## config.mk

```make
export PLATFORM = sky130hd
export DESIGN_NAME = qspi_xfer_arbiter
export DESIGN_NICKNAME = d
export VERILOG_FILES = /design/src/rtl/qspi_xfer_arbiter.sv
export SDC_FILE = /design/constraint.sdc
export NUM_CORES = 1
export LEC_CHECK = 0
export CAP_MARGIN = 40
export CORE_MARGIN = 3
export CORE_UTILIZATION = 42
export DETAILED_ROUTE_END_ITERATION = 6
export PLACE_DENSITY = 0.85
export SLEW_MARGIN = 20
export SYNTH_ARGS = -nofsm -noshare
export SYNTH_HDL_FRONTEND = slang
export SYNTH_SLANG_ARGS = --single-unit
```

## constraint.sdc

```tcl
create_clock -name clk -period 2.5 [get_ports clk]
set_input_delay 0.5 -clock clk [delete_from_list [all_inputs] [get_ports clk]]
set_output_delay 0.5 -clock clk [all_outputs]
set_load 0.02 [all_outputs]
```

## src/rtl/qspi_xfer_arbiter.sv

```systemverilog
// Round-robin arbiter sharing one QSPI controller between NUM_REQ requesters.
// Latches the winner's fields, pulses start, then returns data/ack or a watchdog error.
module qspi_xfer_arbiter #(
    parameter int NUM_REQ        = 2,
    parameter int DATA_WIDTH     = 4,
    parameter int ADDRESS_WIDTH  = 32,
    parameter int COMMAND_WIDTH  = 8,
    parameter int TIMEOUT_CYCLES = 1024
) (
    input  logic                              clk,
    input  logic                              reset,
    input  logic [NUM_REQ-1:0]                req,
    input  logic [NUM_REQ*COMMAND_WIDTH-1:0]  req_command,
    input  logic [NUM_REQ*ADDRESS_WIDTH-1:0]  req_address,
    input  logic [NUM_REQ*DATA_WIDTH-1:0]     req_data,
    output logic [NUM_REQ-1:0]                gnt,
    output logic [NUM_REQ-1:0]                ack,
    output logic [DATA_WIDTH-1:0]             rsp_data,
    output logic                              rsp_err,
    output logic                              ctl_start,
    output logic [COMMAND_WIDTH-1:0]          ctl_command,
    output logic [ADDRESS_WIDTH-1:0]          ctl_address,
    output logic [DATA_WIDTH-1:0]             ctl_data_in,
    input  logic                              ctl_busy,
    input  logic                              ctl_done,
    input  logic [DATA_WIDTH-1:0]             ctl_data_out
);

    localparam int IW = (NUM_REQ > 1) ? $clog2(NUM_REQ) : 1;
    localparam int WW = (TIMEOUT_CYCLES > 1) ? $clog2(TIMEOUT_CYCLES) : 1;

    typedef enum logic [1:0] {IDLE, WAIT, RESP} state_t;

    state_t                     state, state_n;
    logic [IW-1:0]              ptr, ptr_n, win, win_n, pick;
    logic                       found;
    logic [WW-1:0]              wd, wd_n;
    logic [NUM_REQ-1:0]         gnt_n, ack_n;
    logic                       start_n, err_n;
    logic [DATA_WIDTH-1:0]      rdata_n, din_n;
    logic [COMMAND_WIDTH-1:0]   cmd_n;
    logic [ADDRESS_WIDTH-1:0]   addr_n;

    // First asserted request at or after ptr, wrapping.
    always_comb begin
        found = 1'b0;
        pick  = '0;
        for (int i = 0; i < NUM_REQ; i++) begin
            if (!found && req[(int'(ptr) + i) % NUM_REQ]) begin
                found = 1'b1;
                pick  = IW'((int'(ptr) + i) % NUM_REQ);
            end
        end
    end

    always_comb begin
        state_n = state;
        ptr_n   = ptr;
        win_n   = win;
        wd_n    = wd;
        gnt_n   = gnt;
        ack_n   = '0;
        start_n = 1'b0;
        cmd_n   = ctl_command;
        addr_n  = ctl_address;
        din_n   = ctl_data_in;
        rdata_n = rsp_data;
        err_n   = rsp_err;
        case (state)
            IDLE: begin
                if (found && !ctl_busy) begin
                    win_n        = pick;
                    cmd_n        = req_command[pick*COMMAND_WIDTH +: COMMAND_WIDTH];
                    addr_n       = req_address[pick*ADDRESS_WIDTH +: ADDRESS_WIDTH];
                    din_n        = req_data[pick*DATA_WIDTH +: DATA_WIDTH];
                    gnt_n        = '0;
                    gnt_n[pick]  = 1'b1;
                    start_n      = 1'b1;
                    wd_n         = '0;
                    state_n      = WAIT;
                end
            end
            WAIT: begin
                wd_n = wd + 1'b1;
                // ctl_start still high means the controller has not seen this transfer yet
                if (ctl_done && !ctl_start) begin
                    rdata_n    = ctl_data_out;
                    err_n      = 1'b0;
                    ack_n[win] = 1'b1;
                    gnt_n      = '0;
                    state_n    = RESP;
                end else if (TIMEOUT_CYCLES != 0 && wd == WW'(TIMEOUT_CYCLES - 1)) begin
                    rdata_n    = '0;
                    err_n      = 1'b1;
                    ack_n[win] = 1'b1;
                    gnt_n      = '0;
                    state_n    = RESP;
                end
            end
            RESP: begin
                ptr_n   = (win == IW'(NUM_REQ - 1)) ? '0 : win + 1'b1;
                state_n = IDLE;
            end
            default: state_n = IDLE;
        endcase
    end

    always_ff @(posedge clk) begin
        if (reset) begin
            state       <= IDLE;
            ptr         <= '0;
            win         <= '0;
            wd          <= '0;
            gnt         <= '0;
            ack         <= '0;
            ctl_start   <= 1'b0;
            ctl_command <= '0;
            ctl_address <= '0;
            ctl_data_in <= '0;
            rsp_data    <= '0;
            rsp_err     <= 1'b0;
        end else begin
            state       <= state_n;
            ptr         <= ptr_n;
            win         <= win_n;
            wd          <= wd_n;
            gnt         <= gnt_n;
            ack         <= ack_n;
            ctl_start   <= start_n;
            ctl_command <= cmd_n;
            ctl_address <= addr_n;
            ctl_data_in <= din_n;
            rsp_data    <= rdata_n;
            rsp_err     <= err_n;
        end
    end

endmodule

```

==> results of run 1 <==
-- sequential cells by signal, indices dropped and copies added (netlist names) --
register,count
state,2
win,1
ack,2
ctl_data_in,4
ctl_address,32
gnt,2
ptr,1
rsp_data,4
ctl_start,1
wd,10
ctl_command,8
rsp_err,1
-- through the flow --
step / setup WS [ns] / area [um^2]
detailed placement: 0.3454 / 4498
finish: 0.5814 / 4770
global route: 0.4074 / 4770
floorplan: 0.8693 / 2893
CTS: 0.5769 / 4770
global placement: 0.4028 / 4498
-- routing by layer --
metal | part of all wire (%) | vias to the layer above
met4 | 1.8 | 0
li1 | - | 1404
met5 | 0 | -
met1 | 38 | 1241
met3 | 7.5 | 13
met2 | 53 | 108
-- final timing paths --
| check | start | end | slack [ns] | cells past startpoint |
|---|---|---|---|---|
| worst max-delay path | wd[0] | gnt[0] | 0.58 | 5 |
| worst min-delay path | reset | ptr | 0.48 | 2 |
| worst max register to register | wd[0] | gnt[0] | 0.58 | 5 |
| worst min register to register | rsp_data[2] | rsp_data[2] | 0.49 | 1 |
-- cell usage in the layout (no fill, tap or decap), drive strengths merged, types with 4 or more instances in the layout --
cell / netlist / routed
clkdlybuf4s50: 0 / 150
nand3: 5 / 5
nor3: 8 / 8
a21oi: 9 / 9
dfxtp: 68 / 68
buf: 15 / 9
clkbuf: 9 / 10
nand2: 9 / 9
o21ai: 5 / 5
mux2i: 44 / 44
a22o: 4 / 4
nor2: 59 / 59
inv: 3 / 4
bufinv: 0 / 4
a211oi: 44 / 44
-- cell type report --
class                           instances  area share, %
Clock buffer                           10          2.886
Inverter                                3         0.2361
Sequential cell                        68          28.54
Multi-Input combinational cell        213          29.88
Clock inverter                          6          2.807
Tap cell                               77          2.020
Timing Repair Buffer                  159          33.63
-- worst reg2reg max path, cell delays in order, from the launching register on --
cell and delay [ns]:
sky130_fd_sc_hd__dfxtp_1 0.37, sky130_fd_sc_hd__ha_1 0.20, sky130_fd_sc_hd__nand3_1 0.22, sky130_fd_sc_hd__o31ai_1 0.45
sky130_fd_sc_hd__a21oi_1 0.27, sky130_fd_sc_hd__a32o_1 0.31
-- power by group through the flow --
stage	clock (uW)	sequential (uW)	combinational, uW
after floorplan	0	1310	227
after global placement	0	1220	657
after detailed placement	0	1230	672
after CTS	1230	1200	676
after global routing	1290	1210	718
final	1210	1200	668
-- logic make-up (layout without fill, tap and decap cells) --
group	Yosys count	in the layout	synth area share, %
simple gates	96	96	14.92
buf+inv	27	178	4.066
flops	68	68	47.06
mux	47	47	16.39
compound gates	69	69	17.13
fa+ha+maj	1	1	0.4325
==> results.md, run 1 <==
Power:
- Combinational logic is responsible for 21.7% of the overall power.
- The share of total power dissipated in the clock network is 39.4%.
- The switching power as a share of total power is 24.86%.
- Internal power comes to 2316 uW.
- The total power of the final layout is 3083 uW.
- In this run, flip-flops and latches consume 38.9% of the power.
- For this design the static power due to leakage is 0.001913 uW.
- The power density over cell area is 646.3 nW/um^2.
- Across the VDD grid, the largest voltage drop is 0.3398 mV.
- For this design the total switching power over the nets is 766.5 uW.

Clock network:
- The number of buffers inserted by post-CTS setup repair is 0.
- After clock tree synthesis, the clock-pin slew on the worst setup and hold paths is 0.08 ns.
- The source-to-sink clock delay at the later pin of the worst-skew pair is 0.33 ns.
- The CTS H-tree depth is 3.
- The cts-stage hold buffer count is 0.
- Gates resized during post-CTS repair numbered 0.
- Clock tree synthesis selected as its root buffer the cell sky130_fd_sc_hd__clkbuf_8.
- The maximum count of clock buffers along a single path is 2.
- The TritonCTS sink count is 68.
- The clock tree from TritonCTS is yes.
- Buffers inserted during clock tree synthesis total 9.

Critical path:
- The number of buffers and inverters on the critical path is 0.
- By startpoint and endpoint, the worst setup path is classified as reg -> reg.
- The critical path goes through ha_1 > nand3_1 > o31ai_1 > a21oi_1 > a32o_1.
- The worst setup path is launched from a flop.
- Among cell families on the critical path, the largest total delay comes from compound AO/OA/AOI/OAI gates.
- The data required time of the critical path is 2.73 ns.
- The cell with the biggest individual delay on the critical path is sky130_fd_sc_hd__o31ai_1.
- In this design, the stage delay of the slowest critical-path cell is 0.45 ns.
- The endpoint arrival time on the critical path is 2.14 ns.
- The kind of capture point of the worst setup path is a flop.
- In this run the worst path has a maximum fanout of 7.

Final layout:
- The final core utilization is 73.43%.
- The area growth from synthesis to final layout is 64.88%.
- The combined area of the multi-input logic cells is 1425 um^2.
- The total inserted antenna cells is 0.
- The sequential cell area is 1361 um^2.
- The share of final-layout standard cells stronger than drive strength 1 is 6.972%.
- The net count reported at finish is 553.
- The count of cells in the finished layout, fillers not included, comes to 536.
- The fill cell total of the finished layout is 503.

Place:
- The half-perimeter wire length after detailed placement is 6172 um.
- The global placement routability congestion is 0.8206.
- The number of buffer cells added on primary ports is 151.
- The cell total after placement is 520.

STA:
- Final hold analysis gives a worst-case slack of 0.4783 ns.
- The post-layout minimum cycle time is 1.919 ns.
- In the finished design, the share of the clock period the worst path needs comes to 76.74%.
- Setup repair after global routing left no endpoint under its margin.
- On the final layout, the worst clock skew is 0.008236 ns.
- The transition time at the pin with the least slew margin is 0.5789 ns.
- For this run, the top clock speed supported by timing is 521.2 MHz.
- The aggregate negative setup slack is 0 ns.
- The final count of hold timing violations was 0.
- The normalized max-slew margin is 61.00%.
- Setup violations remaining at the end of the flow were counted as 0.
- The max-slew violation total from the final report was 0.

Global routing:
- For met1 alone, demand over resource in global routing was 21.22%.
- Global routing used 5.069% of the available met3 tracks.
- The global route total overflow is 0.
- The routing usage on met2 is 36.84%.
- The number of antenna violations at the first check in global routing is 0.
- The global-route usage over all layers is 19.95%.
- The global routing stage identified its most utilized layer as met2.
- The number of global-route vias before repair is 2,670.
- The first global-routing pass estimated 12,150 um of wire.
- Entering global routing, the biggest net connects 47 pins.

Drt:
- The routed design has 8064 um of wire.
- For this block, the initial DRC count from the detailed router was 74.
- The detail-routed via count per cell is 5.160.
- The first-pass iteration count of the detailed router is 4.
- For this run, design rule violations remaining after detail routing come to 0.
- The total number of vias is 2,766.
- The number of routed nets with antenna violations is 0.
- The average wire per cell in the routed design is 15.04 um.

Hold path:
- The path class of the tightest hold or removal check is in -> reg.

Synth:
- The average instance in the mapped netlist occupies 9.392 um^2.
- Counting distinct cell types in the post-synthesis netlist gives 33.
- In the synthesized netlist, the cells that appear most often are sky130_fd_sc_hd__dfxtp_1 (68), sky130_fd_sc_hd__nor2_1 (58), sky130_fd_sc_hd__a211oi_1 (44), sky130_fd_sc_hd__mux2i_1 (44), sky130_fd_sc_hd__buf_2 (10).
- The share of synthesized area in the top cell type comes to 47.06%.
- The synthesized design contains 68 register bits.
- The biggest area contributor in the post-synthesis netlist is sky130_fd_sc_hd__dfxtp_1.
- The most instantiated flip-flop cell in the synthesis netlist is sky130_fd_sc_hd__dfxtp_1.
- The share of the yosys chip area belonging to registers is 47.06%.
- By area the synthesized netlist is led by sky130_fd_sc_hd__dfxtp_1 (47%), sky130_fd_sc_hd__mux2i_1 (15%), sky130_fd_sc_hd__a211oi_1 (11%).
- Yosys mapped a number of flops with a built-in enable equal to 0.
- The cell area after synthesis is 2893 um^2.
- The net count after synthesis is 407.
- For this run, asynchronously set or reset flops after synthesis account for 0%.
- After technology mapping, the gate count stands at 308.
- The Yosys step of the flow raised 0 warnings.
- The most common cell in the synthesized netlist is sky130_fd_sc_hd__dfxtp_1.

Floorplan:
- Once the floorplan was initialized, standard cells occupied 44.54% of the core.
- The width of the die is 88.99 um.
- The die extent in y is 88.99 um.
- The die footprint is 7919 um^2.
- The row count is 29.
- The floorplan step defined a core boundary enclosing 6495 um^2.
- The I/O pin total is 152.

Flow run:
- Across the run, the number of max-cap violations was 0.

Run status:
- The run finished with clean final reports.
Note: power is estimated with default switching activity, not from simulation.
==> run 2: changes to the inputs <==
--- a/config.mk
+++ b/config.mk
@@ -7,9 +7,9 @@
 export LEC_CHECK = 0
 export CAP_MARGIN = 40
 export CORE_MARGIN = 3
-export CORE_UTILIZATION = 42
+export CORE_UTILIZATION = 36
 export DETAILED_ROUTE_END_ITERATION = 6
-export PLACE_DENSITY = 0.85
+export PLACE_DENSITY = 0.77
 export SLEW_MARGIN = 20
 export SYNTH_ARGS = -nofsm -noshare
 export SYNTH_HDL_FRONTEND = slang
==> constraint.sdc (replaced) <==
create_clock -name clk -period 1.7 [get_ports clk]
set_input_delay 0.34 -clock clk [delete_from_list [all_inputs] [get_ports clk]]
set_output_delay 0.34 -clock clk [all_outputs]
set_load 0.02 [all_outputs]
==> run 2 against run 1 <==
Via count grew 3.4%. Sequential power rose by 47%. Worst hold slack got worse by 0.15 ns. Sequential share of layout area decreased by 0.81 points. Setup slack got worse by 0.53 ns. Largest cell class unchanged.
==> results.md, run 2 (same netlist as run 1, synthesis figures left out) <==
Run status:
- The run finished with clean final reports.

Critical path:
- The category of the critical setup timing path is reg -> out.
- The biggest cell delay along the critical path was 0.64 ns (+0.19 ns).
- The critical path depth is 1 (-4).
- Among cell families on the critical path, the largest total delay comes from buffers and inverters.
- The worst-case register-to-register setup slack was 0.10 ns (-0.48 ns).
- The number of buffers and inverters on the critical path was 1 (+1).
- Walking the worst path, the cells encountered are clkdlybuf4s50_1.
- The worst setup path is launched from a flop.
- The data required time of the critical path is 1.36 ns (-1.37 ns).
- The kind of capture point of the worst setup path is a primary output.
- The launching point of the worst reg2reg path is state[0].
- The worst reg-to-reg path cell count is 6 (+1).
- The worst register-to-register path ends at ctl_address[10].
- The peak fanout along the critical path is 2 (-5).
- On the critical path, the stage with the largest delay is an instance of sky130_fd_sc_hd__clkdlybuf4s50_1.
- The endpoint arrival time on the critical path is 1.31 ns (-0.83 ns).

Power:
- The leakage power total is 0.001974 uW (+3.2%).
- The power density over cell area was 803.3 nW/um^2 (+24%).
- The worst IR drop on VDD is 0.4363 mV (+28%).

Final layout:
- The number of flip-flops in the largest register is 32 (unchanged).
- The net count reported at finish came to 570 (+3.1%).
- Leaving out fill and tap cells, the most frequent cell in the layout is sky130_fd_sc_hd__clkdlybuf4s50_1.
- The share of final-layout standard cells stronger than drive strength 1 is 9.916% (+2.9 points).
- The total inserted antenna cells is 0 (unchanged).
- The count of non-filler cells in the finished layout is 576 (+7.5%).
- Relative to the synthesized area, the layout overhead comes to 69.68%.
- The largest registers in the layout are ctl_address (32), wd (10), ctl_command (8).
- Leaving out fill and tap cells, the most frequent cells in the layout are sky130_fd_sc_hd__clkdlybuf4s50_1 (150), sky130_fd_sc_hd__dfxtp_1 (68), sky130_fd_sc_hd__nor2_1 (57).
- The register with the most flip-flops is ctl_address.

STA:
- The post-layout minimum cycle time is 1.650 ns.
- Derived from the worst setup path, the maximum achievable clock frequency is 606.1 MHz.
- The final count of hold timing violations is 0 (unchanged).
- The max-slew violation total from the final report is 0 (unchanged).
- The worst setup skew after layout is 0.01130 ns (+0.003067 ns).
- The transition time at the pin with the least slew margin is 0.4754 ns (-0.1035 ns).
- The aggregate negative setup slack came to 0 ns (unchanged).
- Of the available clock period, the critical path in the final layout requires 97.05%.
- The normalized max-slew margin was 68.06% (+7.1 points).
- Setup repair after global routing left no endpoint under its margin.
- The number of setup violations in the final report came to 0 (unchanged).

Drt:
- The total number of vias was 2,860 (+3.4%).
- The detail-routed via count per cell is 4.965 (-3.8%).
- The number of routed nets with antenna violations is 0 (unchanged).
- The first-pass iteration count of the detailed router came to 4 (unchanged).
- The number of remaining DRC errors is 0 (unchanged).
- The average wire per cell in the routed design is 14.26 um (-5.2%).
- The violation count after the first detailed-routing iteration is 106 (+43%).
- The wire length reported by the detailed router is 8213 um (+1.8%).

Hold path:
- For hold timing, the worst endpoint is state[0].
- The count of cells along the worst hold path is 2 (unchanged).
- The path class of the tightest hold or removal check is in -> reg.
- The hold path startpoint is reset.

Global routing:
- The global-route wire length before repair is 12,190 um (+0.29%).
- The global-route usage over all layers is 17.13% (-2.8 points).
- The largest net degree at the start of global routing is 28 (-40%).
- The number of global-route vias before repair is 2,586 (-3.1%).
- The number of antenna violations at the first check in global routing is 0 (unchanged).
- The global route total overflow is 0 (unchanged).

Floorplan:
- The floorplan core area is 7767 um^2 (+20%).
- The initial standard-cell utilization of the core is 37.24% (-7.3 points).
- The die extent in y came to 95.64 um (+7.5%).
- The width of the die was 95.64 um (+7.5%).
- The row count is 32 (+10%).
- The die footprint was 9147 um^2 (+16%).
- The I/O pin total was 152 (unchanged).

Place:
- The number of buffer cells added on primary ports was 151 (unchanged).
- The half-perimeter wire length after detailed placement came to 6105 um (-1.1%).
- The cell total after placement was 556 (+6.9%).
- The global placement routability congestion is 0.8116 (-1.1%).

Clock network:
- The clock tree root buffer cell is sky130_fd_sc_hd__clkbuf_8.
- The CTS H-tree depth is 3 (unchanged).
- The source-to-sink clock delay at the later pin of the worst-skew pair is 0.33 ns (about the same).
- The maximum count of clock buffers along a single path is 2 (unchanged).
- The CTS buffer count was 9 (unchanged).
- The TritonCTS sink count is 68 (unchanged).
- The clock-pin slew of the registers on the worst-case setup and hold paths is 0.07 ns (about the same).
- The clock tree from TritonCTS is yes.

Flow run:
- The total of max-cap violations is 0 (unchanged).
[run 2: changes by cell type in the layout (fill, tap and decap cells not counted), sizes merged]
cell	before	now
bufbuf	0	1
buf	9	22
clkbuf	10	15
bufinv	4	0
inv	4	3
clkinvlp	0	1
[run 2: cell type report]
class	instances	area, um^2
clock inverter	2	12.51
sequential	68	1361
inverter	3	11.26
timing repair buffer	176	1818
clock buffer	12	145.1
tap	102	127.6
fill	646	2859
multi-input combinational	213	1433
[run 2: worst max-delay path by stage]
stage | startpoint | to | slack (ns)
3_3_place_gp | ctl_busy | ctl_address[14] | -0.17
3_5_place_dp | ctl_busy | ctl_address[5] | -0.26
6_report | ctl_address[5] | ctl_address[5] | 0.05
4_1_cts | state[0] | ctl_address[10] | 0.02
5_1_grt | ctl_command[5] | ctl_command[5] | 0.0007
2_1_floorplan | wd[0] | gnt[0] | 0.07
[run 2: timing repair]
action,CTS,global route
gates cloned,1,2
setup buffers,0,3
hold buffers,0,0
gates resized for setup,0,6
setup endpoints to repair,1,16
pin swaps,0,2
[run 2: through the flow]
step           total power, uW  hold WS [ns]  util (%)  setup WS (ns)  instance area, um^2
2_1_floorplan             2259        0.4305         -        0.06934                 2893
3_3_place_gp              2787        0.4645     59.38        -0.1728                 4612
3_5_place_dp              2805        0.4665     59.38        -0.2620                 4612
4_1_cts                   3953        0.3151     61.82        0.02153                 4802
5_1_grt                   4142        0.3400     63.19      0.0006675                 4908
6_report                  3943        0.3322     63.19        0.05016                 4908
[run 2: metal layers]
layer  up-vias  share of wire [%]  GRT usage, %
li1       1432                  -             -
met1      1300                 41         20.98
met2       115                 48         27.50
met3        13                8.3         5.209
met4         0                1.8         7.820
met5         -                  0             0
[run 2: report_power, final]
part	switching, uW	total (uW)	internal (uW)
logic	467	1070	604
registers	57.1	1760	1710
clock network	557	1110	552
==> run 3: changes to the inputs <==
--- a/config.mk
+++ b/config.mk
@@ -6,11 +6,10 @@
 export NUM_CORES = 1
 export LEC_CHECK = 0
 export CAP_MARGIN = 40
-export CORE_MARGIN = 3
+export CORE_MARGIN = 2
 export CORE_UTILIZATION = 36
 export DETAILED_ROUTE_END_ITERATION = 6
 export PLACE_DENSITY = 0.77
-export SLEW_MARGIN = 20
 export SYNTH_ARGS = -nofsm -noshare
 export SYNTH_HDL_FRONTEND = slang
 export SYNTH_SLANG_ARGS = --single-unit
==> run 3 against run 2 <==
Fmax down 0.49%. Flip-flop and latch count unchanged. Via count shrank 1.6%. Highest routed layer unchanged. Core utilization decreased by 1.0 points.
==> results.md, run 3 (same netlist as run 1, synthesis figures left out) <==
STA:
- The worst-case hold slack came to 0.3720 ns (+0.03979 ns).
- The aggregate negative setup slack was 0 ns (unchanged).
- The final worst slack is 0.04212 ns (-0.008042 ns).
- The upper clock frequency limit is 603.2 MHz (-0.49%).
- The normalized max-slew margin was 68.19% (+0.13 points).
- The max-slew violation total from the final report was 0 (unchanged).
- The worst setup skew after layout is 0.01468 ns (+0.003376 ns).
- The share of the clock period used by the worst path came to 97.52% (+0.47 points).
- The post-layout minimum cycle time is 1.658 ns (+0.008042 ns).
- The number of setup violations in the final report was 0 (unchanged).
- The transition time at the pin with the least slew margin is 0.4735 ns (-0.001892 ns).
- The final count of hold timing violations is 0 (unchanged).

Power:
- The internal cell power is 2820 uW (-1.5%).
- The power density over cell area is 805.6 nW/um^2 (+0.29%).
- The share of total power in the clock network was 28.3% (+0.2 points).
- The switching power as a share of total power is 27.53% (+0.12 points).
- The switching power is 1072 uW (-0.86%).
- The sequential group share of total power is 45.3% (+0.6 points).
- The worst IR drop on VDD came to 0.4537 mV (+4.0%).
- The fraction of power consumed by combinational cells is 26.4% (-0.8 points).
- The leakage power total was 0.001935 uW (-2.0%).

Floorplan:
- The die footprint is 8768 um^2 (-4.1%).
- The row count is 32 (unchanged).
- The die extent in y was 93.64 um (-2.1%).
- The I/O pin total is 152 (unchanged).
- The floorplan core area is 7767 um^2 (unchanged).
- The width of the die is 93.64 um (-2.1%).
- The initial standard-cell utilization of the core came to 37.24% (unchanged).

Critical path:
- The worst setup path is captured at a primary output.
- The biggest cell delay along the critical path was 0.65 ns (about the same).
- Grouping stages by cell kind, the critical path spends the most delay in buffers and inverters.
- The peak fanout along the critical path is 2 (unchanged).
- The worst setup path is launched from a flop.
- The endpoint identified for the worst register-to-register timing path is gnt[0].
- Traced cell by cell, the critical path runs through clkdlybuf4s50_1.
- The worst setup path is of the reg -> out kind.
- The endpoint arrival time on the critical path was 1.32 ns (about the same).
- The worst reg-to-reg path cell count is 5 (-1).
- The data required time of the critical path is 1.36 ns (about the same).
- The startpoint identified for the worst register-to-register timing path is wd[0].
- The worst-case register-to-register setup slack was 0.10 ns (about the same).
- The cell with the biggest individual delay on the critical path is sky130_fd_sc_hd__clkdlybuf4s50_1.
- The number of buffers and inverters on the critical path is 1 (unchanged).

Place:
- The global placement routability congestion came to 0.8526 (+5.1%).
- The cell total after placement is 555 (-0.18%).
- The worst setup timing slack at the placement stage is -0.2872 ns (-0.02523 ns).
- The number of buffer cells added on primary ports is 151 (unchanged).
- The half-perimeter wire length after detailed placement is 6057 um (-0.79%).

Global routing:
- The global route total overflow is 0 (unchanged).
- The global-route usage over all layers is 17.31% (+0.18 points).
- The number of antenna violations at the first check in global routing came to 0 (unchanged).
- The number of global-route vias before repair is 2,613 (+1.0%).
- The global-route wire length before repair is 12,020 um (-1.4%).
- The largest net degree at the start of global routing was 47 (+68%).

Drt:
- The number of routed nets with antenna violations is 0 (unchanged).
- The violation count after the first detailed-routing iteration was 81 (-24%).
- The average wire per cell in the routed design came to 13.87 um (-2.7%).
- The total number of vias is 2,813 (-1.6%).
- The wire length reported by the detailed router was 7918 um (-3.6%).
- The detail-routed via count per cell came to 4.926 (-0.78%).
- The number of remaining DRC errors was 0 (unchanged).
- The first-pass iteration count of the detailed router is 4 (unchanged).

Hold path:
- The hold path startpoint is reset.
- The count of cells along the worst hold path came to 2 (unchanged).
- The tightest min-delay check is of the in -> reg type.
- For hold timing, the worst endpoint is ctl_address[27].

Final layout:
- The net count reported at finish was 565 (-0.88%).
- The leading cell type in the layout, fill and taps excluded is sky130_fd_sc_hd__clkdlybuf4s50_1.
- The area growth from synthesis to final layout is 67.00%.
- The total inserted antenna cells is 0 (unchanged).
- The count of non-filler cells in the finished layout is 571 (-0.87%).
- The largest registers in the layout are ctl_address (32), wd (10), ctl_command (8).
- The share of final-layout standard cells stronger than drive strength 1 is 9.808% (-0.11 points).
- The fill cell total of the finished layout is 667 (+3.3%).
- The number of flip-flops in the largest register is 32 (unchanged).
- In the layout the commonest cells are sky130_fd_sc_hd__clkdlybuf4s50_1 (150), sky130_fd_sc_hd__dfxtp_1 (68), sky130_fd_sc_hd__nor2_1 (58).
- The register with the most flip-flops is ctl_address.
- The final core utilization was 62.19% (-1.0 points).

Clock network:
- The TritonCTS sink count was 68 (unchanged).
- The source-to-sink clock delay at the later pin of the worst-skew pair is 0.34 ns (about the same).
- The clock-pin slew of the registers on the worst-case setup and hold paths is 0.07 ns (about the same).
- The maximum count of clock buffers along a single path is 2 (unchanged).
- The CTS H-tree depth is 3 (unchanged).
- The CTS buffer count is 9 (unchanged).
- TritonCTS built the clock tree.
- The cts-stage hold buffer count is 0 (unchanged).
- Clock tree synthesis selected as its root buffer the cell sky130_fd_sc_hd__clkbuf_8.

Flow run:
- The total of max-cap violations is 0 (unchanged).

Run status:
- The run finished with clean final reports.
==> run 3: stage by stage <==
stage	cell area [um^2]	total power, uW
floorplan	2893	2259
global placement	4617	2788
detailed placement	4617	2810
CTS	4773	3923
global route	4831	4088
finish	4831	3892
==> run 3: area by class of cell <==
class | instances | area, um^2 | area share [%]
sequential | 68 | 1361 | 28.18
clock inverter | 3 | 15.01 | 0.3108
tap | 102 | 127.6 | 2.642
timing repair buffer | 171 | 1724 | 35.69
clock buffer | 11 | 141.4 | 2.927
inverter | 3 | 11.26 | 0.2331
multi-input combinational | 213 | 1450 | 30.02
==> run 3: power by group through the flow <==
stage	Clock (uW)	Sequential [uW]	Combinational [uW]
4_1_cts	1150	1760	1010
6_report	1100	1760	1030
3_3_place_gp	0	1800	993
2_1_floorplan	0	1930	334
3_5_place_dp	0	1800	1010
5_1_grt	1210	1780	1100
==> run 3: repair_timing <==
item | CTS | global route
buffers inserted | 0 | 1
endpoints found under the setup margin | 0 | 12
endpoints found under the hold margin | 0 | 0
resized for setup | 0 | 5
==> run 3: worst max-delay path by stage <==
stage	start	to	slack, ns	cells after the start
floorplan	wd[0]	gnt[0]	0.07	5
global placement	ctl_busy	ctl_address[12]	-0.22	6
detailed placement	ctl_busy	ctl_address[13]	-0.29	6
CTS	ctl_address[29]	ctl_address[29]	0.04	1
global route	ctl_address[8]	ctl_address[8]	-0.01	1
finish	ctl_address[29]	ctl_address[29]	0.04	1
==> run 3: layer usage <==
| layer | share of wire, % | vias to the layer above | global-route usage, % |
|---|---|---|---|
| li1 | - | 1423 | - |
| met1 | 40 | 1277 | 20.21 |
| met2 | 50 | 100 | 29.14 |
| met3 | 8.4 | 13 | 6.688 |
| met4 | 1.7 | 0 | 5.676 |
| met5 | 0 | - | 0 |
